## src/rtl/ctrl_pipe_buffer.sv

```systemverilog
// rtl/ctrl_pipe_buffer.sv - DEPTH-stage valid/ready delay line for the MAC-array control bundle (optional parity: CTRL_PIPE_PARITY_EN)
module ctrl_pipe_buffer #(
    parameter int DEPTH   = 2,
    parameter int SHAMT_W = 5,
    parameter int COL_W   = 2,
    parameter int ROW_W   = 2,
    parameter int ODST_W  = 4
) (
    input  logic                         CLK,
    input  logic                         RST,
    input  logic                         FLUSH,
    input  logic                         IN_VALID,
    output logic                         IN_READY,
    input  logic                         START_CALC_I,
    input  logic                         ILOAD_I,
    input  logic                         WLOAD_I,
    input  logic [SHAMT_W-1:0]           SHAMT_I,
    input  logic [COL_W-1:0]             ICOL_I,
    input  logic [ROW_W-1:0]             WROW_I,
    input  logic [ODST_W-1:0]            ODST_I,
    output logic                         OUT_VALID,
    input  logic                         OUT_READY,
    output logic                         START_CALC_O,
    output logic                         ILOAD_O,
    output logic                         WLOAD_O,
    output logic [SHAMT_W-1:0]           SHAMT_O,
    output logic [COL_W-1:0]             ICOL_O,
    output logic [ROW_W-1:0]             WROW_O,
    output logic [ODST_W-1:0]            ODST_O,
    output logic [$clog2(DEPTH+1)-1:0]   OCC,
    output logic                         PAR_ERR
);

    localparam int DW    = 3 + SHAMT_W + COL_W + ROW_W + ODST_W;
    localparam int OCC_W = $clog2(DEPTH+1);
`ifdef CTRL_PIPE_PARITY_EN
    // Each stage carries one extra bit: even parity of the bundle, stored in the MSB.
    localparam int SW = DW + 1;
`else
    localparam int SW = DW;
`endif

    logic [DW-1:0]    in_bundle;
    logic [SW-1:0]    in_stage;
    logic [SW-1:0]    data_q [DEPTH];
    logic [SW-1:0]    data_d [DEPTH];
    logic [DEPTH-1:0] v_q;
    logic [DEPTH-1:0] v_d;
    logic [DEPTH-1:0] adv;
    logic [DEPTH-1:0] ld;
    logic [OCC_W-1:0] occ_q;
    logic [OCC_W-1:0] occ_d;
    logic             in_xfer;
    logic             out_xfer;

    assign in_bundle = {START_CALC_I, ILOAD_I, WLOAD_I, SHAMT_I, ICOL_I, WROW_I, ODST_I};
`ifdef CTRL_PIPE_PARITY_EN
    assign in_stage = {^in_bundle, in_bundle};
`else
    assign in_stage = in_bundle;
`endif

    // Ready ripples from the consumer back to stage 0; an empty stage always accepts, which collapses bubbles.
    always_comb begin
        logic rdy;
        rdy = OUT_READY;
        adv = '0;
        ld  = '0;
        for (int k = DEPTH - 1; k >= 0; k--) begin
            adv[k] = v_q[k] & rdy;
            ld[k]  = ~v_q[k] | rdy;
            rdy    = ld[k];
        end
    end

    assign IN_READY = ld[0];
    assign in_xfer  = IN_VALID & ld[0];
    assign out_xfer = adv[DEPTH-1];

    // Stage loads: a stage that is empty or emptying takes its upstream neighbour; flush drops only the valids.
    always_comb begin
        v_d    = v_q;
        data_d = data_q;
        if (ld[0]) begin
            v_d[0]    = IN_VALID;
            data_d[0] = in_stage;
        end
        for (int k = 1; k < DEPTH; k++) begin
            if (ld[k]) begin
                v_d[k]    = adv[k-1];
                data_d[k] = data_q[k-1];
            end
        end
        if (FLUSH) begin
            v_d = '0;
        end
    end

    // Occupancy tracks transfers at the two ends so it always equals the number of valid stages.
    always_comb begin
        occ_d = occ_q;
        if (FLUSH) begin
            occ_d = '0;
        end else if (in_xfer & ~out_xfer) begin
            occ_d = occ_q + 1'b1;
        end else if (~in_xfer & out_xfer) begin
            occ_d = occ_q - 1'b1;
        end
    end

    // Pipeline state registers; reset discards everything in flight.
    always_ff @(posedge CLK or posedge RST) begin
        if (RST) begin
            v_q   <= '0;
            occ_q <= '0;
            for (int k = 0; k < DEPTH; k++) begin
                data_q[k] <= '0;
            end
        end else begin
            v_q    <= v_d;
            occ_q  <= occ_d;
            data_q <= data_d;
        end
    end

`ifdef CTRL_PIPE_PARITY_EN
    logic par_err_q;
    logic par_err_d;

    // Recheck parity on every bundle leaving the last stage; any mismatch latches until reset.
    always_comb begin
        par_err_d = par_err_q | (out_xfer & (^data_q[DEPTH-1]));
    end

    // Sticky parity error flag.
    always_ff @(posedge CLK or posedge RST) begin
        if (RST) begin
            par_err_q <= 1'b0;
        end else begin
            par_err_q <= par_err_d;
        end
    end

    assign PAR_ERR = par_err_q;
`else
    assign PAR_ERR = 1'b0;
`endif

    assign OUT_VALID = v_q[DEPTH-1];
    assign OCC       = occ_q;
    assign {START_CALC_O, ILOAD_O, WLOAD_O, SHAMT_O, ICOL_O, WROW_O, ODST_O} = data_q[DEPTH-1][DW-1:0];

endmodule

```

## config.mk

```make
export PLATFORM = sky130hd
export DESIGN_NAME = ctrl_pipe_buffer
export DESIGN_NICKNAME = d
export VERILOG_FILES = /design/src/rtl/ctrl_pipe_buffer.sv
export SDC_FILE = /design/constraint.sdc
export NUM_CORES = 1
export LEC_CHECK = 0
export BUFFER_PORTS_ARGS = -buffer_cell sky130_fd_sc_hd__buf_2
export CORE_MARGIN = 2
export CORE_UTILIZATION = 40
export CTS_CLUSTER_DIAMETER = 50
export DETAILED_ROUTE_END_ITERATION = 8
export GPL_TIMING_DRIVEN = 0
export SLEW_MARGIN = 30
export SYNTH_ARGS = -nofsm -noshare
export SYNTH_HDL_FRONTEND = slang
export SYNTH_SLANG_ARGS = --single-unit
export TNS_END_PERCENT = 50
```

## constraint.sdc

```tcl
create_clock -name CLK -period 3.6 [get_ports CLK]
set_input_delay 0.36 -clock CLK [delete_from_list [all_inputs] [get_ports CLK]]
set_output_delay 0.36 -clock CLK [all_outputs]
set_load 0.1 [all_outputs]
```

# Yosys cells after proc, flatten, opt, wreduce, memory -nomap -nowiden
# Cells that the tools add are included.
# totals
reg_bits	36
latch_bits	0
ramBits	0
mem_bits_ro	0
input_bits	21
memories	0
# classes
add_sub_neg	2
multipliers	0
div_mod_pow	0
n_lt_le_gt_ge	0
eq_ne	0
n_shift	0
muxes	6
bitwise	11
reduce_logical	3
# op_table
operator	n
two-way mux 2 bit	4
bitwise AND 1 bit	5
inverter 1 bit	4
nonzero test 2 bit	2
nonzero test 3 bit	1
adder 2 x 1 -> 2 bit (second input constant)	1
two-way mux 1 bit	2
OR 1 bit	2
subtractor 2 x 1 -> 2 bit (second input constant)	1

# Logic depth before layout (Yosys ltp)
# depth
depth_word	9
mapped_depth	5

# Worst setup path before layout
# No wires, ideal clock.
# synth_path
kind	register to register
start	reg v_q[1]
end	reg data_q[17] in the netlist's numbering
arrival_time_ps	1976
t_required_ps	3475
setup_slack_ps	1499
stages_incl_launch_ff	6
n_path_buf	2
synth_period_minus_slack_ps	2101
path_cell_list	dfrtp_1 nor2b_1 buf_4 nand2_2 buf_6 mux2_2
# synth_between
elab_chain_len	3
# synth_lines
element	line	rtl
start: declaration	47	logic [DEPTH-1:0] v_q;
start signal: assignment	120	v_q <= v_d;
inverter 1 bit	71	ld[k] = ~v_q[k] | rdy;
OR 1 bit (2 in a row)	71	
named net IN_READY	13	output logic IN_READY,
end signal: assignment	122	data_q <= data_d;
end: declaration	45	logic [SW-1:0] data_q [DEPTH];
# The timed path passes the listed nets, and every way through them passes these cells.
# A chain may end at the register's enable or synchronous reset.

# Final worst setup path
# layout_path
start	reg v_q[1]
end	out IN_READY
# layout_between
elab_chain_len	3
# layout_lines
element	line
inverter 1 bit	71
OR 1 bit (2 in a row)	71
end: declaration	13
# No other way between the ends.

==> metrics <==
Netlist cell types=22; Root Buffer=clkbuf_8; Syn Std Cell Area=1530 µm²; final period utilization=61.3%; ys flop type=dfrtp_1; number of buffers created by CTS=5; RSZ-0062 raised after global routing=false; VDD IR max=0.000259 V; final hold violations=0; Post-CTS Setup Inserts=0; Placed Cells=193; final RePlAce weighted congestion=0.672; Arrival @ worst endpoint=1850 ps; fmax=0.453 GHz; WS Path Type=register to primary output; largest net degree at the start of global routing=37; Max-slew headroom=50.3%; n_diodes=0; grt ovf=0; endpoints failing setup=0; htree depth=2; Area contributors post-synth=dfrtp_1 59%, mux2_2 24%, buf_4 7.4%; FP Rows=22; layout cells sized above 1=66.0%; Worst setup EP type=primary output; post-DP HPWL=1800 µm; WHS=198 ps; setup TNS=0 ps; WL per Instance=12.5 µm; initial antenna violation count=0; worst clock skew=5.31 ps; #FFs+latches synth=36; Post-CTS Resized=0; clk_lat worst skew=290 ps; top-level I/O count=42; drt drc=0; fillers=320; Post-synth EDFFs=0; Initial DRT Pass Iterations=4; Post-synth top cells=36 x dfrtp_1, 32 x mux2_2, 15 x buf_4, 3 x nor2_1, 2 x nor2b_1; Worst-Margin Slew=745 ps; leakage=0.906 nW; Vias per Instance=4.62; count leader, synth=dfrtp_1; vias in the first global route=930; Crit Path Max Fanout=10; status=finished clean; Reg-to-Reg End=data_q[30]; initial DRC count=21; R2R cell count=5; CTS Buffer Depth=2; sequential-to-total area share from yosys stat=58.9%; die extent in x=65.8 µm; Reg2Reg Setup Slack=2020 ps; minimum clock period=2210 ps; Hold Buf Count CTS=0; WP data required=3240 ps; via count=928; first-pass GRT wire length=4280 µm; die area=4330 µm²; Detail Route Antenna Nets=0; die height=65.8 µm; yosys warns=0; Cell Pwr Density=521 nW/µm²; Yosys top cell by area=dfrtp_1; CTS tree=built; syn avg cell area=14.6 µm²; Starting Density=41.8%; share of the synthesized area in the top cell type=58.9%; Final Non-Filler Cells=201; Max Cap Viol=0; Worst Setup Start Kind=register; total core area=3660 µm²; FFs w/ async S/R, synth=100%; total global-route track usage=13.7%; clock-pin slew on the worst setup and hold paths=70 ps; final WL=2510 µm; final net count=173; max-slew violations=0; Clock Sinks=36; Cells after Synth=105; IO Port Bufs=40; Critical R2R Launch=v_q[1]; min-delay worst type=input port to asynchronous set/reset pin; Syn-to-layout area delta=23.1%; Mapped Nets=126
-- power breakdown --
part	internal, mW	total [mW]	switching, mW
combinational	0.0629	0.240	0.177
clock	0.152	0.291	0.138
sequential	0.433	0.449	0.0162
total	0.648	0.980	0.331
-- sequential cells by signal, summed over array words and instances (netlist names) --
name          flops
data_q           16
WLOAD_O           1
WROW_O            2
ODST_O            4
ILOAD_O           1
ICOL_O            2
START_CALC_O      1
OCC               2
v_q               2
SHAMT_O           5
-- worst max path at each step --
stage	start	end	slack, ps	depth (start not counted)
finish	v_q[1]	IN_READY	1390	5
global route	v_q[1]	IN_READY	1290	5
CTS	v_q[1]	IN_READY	1350	5
detailed placement	v_q[1]	IN_READY	1670	5
global placement	OUT_READY	IN_READY	1700	6
floorplan	v_q[1]	data_q[17]	1500	5
-- critical path, stage by stage (launching register included) --
cell and delay [ps]:
dfrtp_1 410, nor2b_1 140, buf_4 180, nand2_2 200, buf_6 190, buf_2 430
-- cells by family (layout without fill, tap and decap cells) --
kind of cell	after synthesis	in the layout	synth area share, %
mux	32	32	23.6
compound gates	6	6	3.27
buf+inv	18	66	8.67
simple gates	12	12	5.32
flops	36	36	58.9
other cells	1	1	0.245
-- routing by layer --
metal,track usage [%],vias up,part of all wire [%]
met4,5.47,0,1.7
met5,0,-,0
li1,-,441,-
met2,22.5,24,50
met1,15.3,458,41
met3,6.30,5,7.1
-- final cells by class --
| class | instances | area [µm²] | area share, % |
|---|---|---|---|
| buffer | 17 | 129 | 6.85 |
| clock buffer | 6 | 82.6 | 4.39 |
| clock inverter | 2 | 10.0 | 0.532 |
| inverter | 1 | 3.75 | 0.199 |
| multi-input combinational | 51 | 495 | 26.3 |
| sequential | 36 | 901 | 47.9 |
| tap | 48 | 60.1 | 3.19 |
| timing repair buffer | 40 | 200 | 10.6 |
-- placed cells by master (no fill, tap or decap), drive strengths merged, types with 2 or more instances in the layout --
| cell | synthesis | routed |
|---|---|---|
| buf | 17 | 57 |
| clkbuf | 0 | 6 |
| clkinv | 0 | 2 |
| dfrtp | 36 | 36 |
| mux2 | 32 | 32 |
| nor2 | 3 | 3 |
| nor2b | 2 | 2 |
-- stage by stage --
stage	power [mW]	instance area, µm²	worst slack [ps]	util, %
after floorplan	0.658	1530	1500	-
after global placement	0.695	1790	1700	48.9
after detailed placement	0.700	1790	1670	48.9
after CTS	0.995	1880	1350	51.4
after global routing	1.03	1880	1290	51.4
final	0.980	1880	1390	51.4
Power figures use the tool's default switching activity.
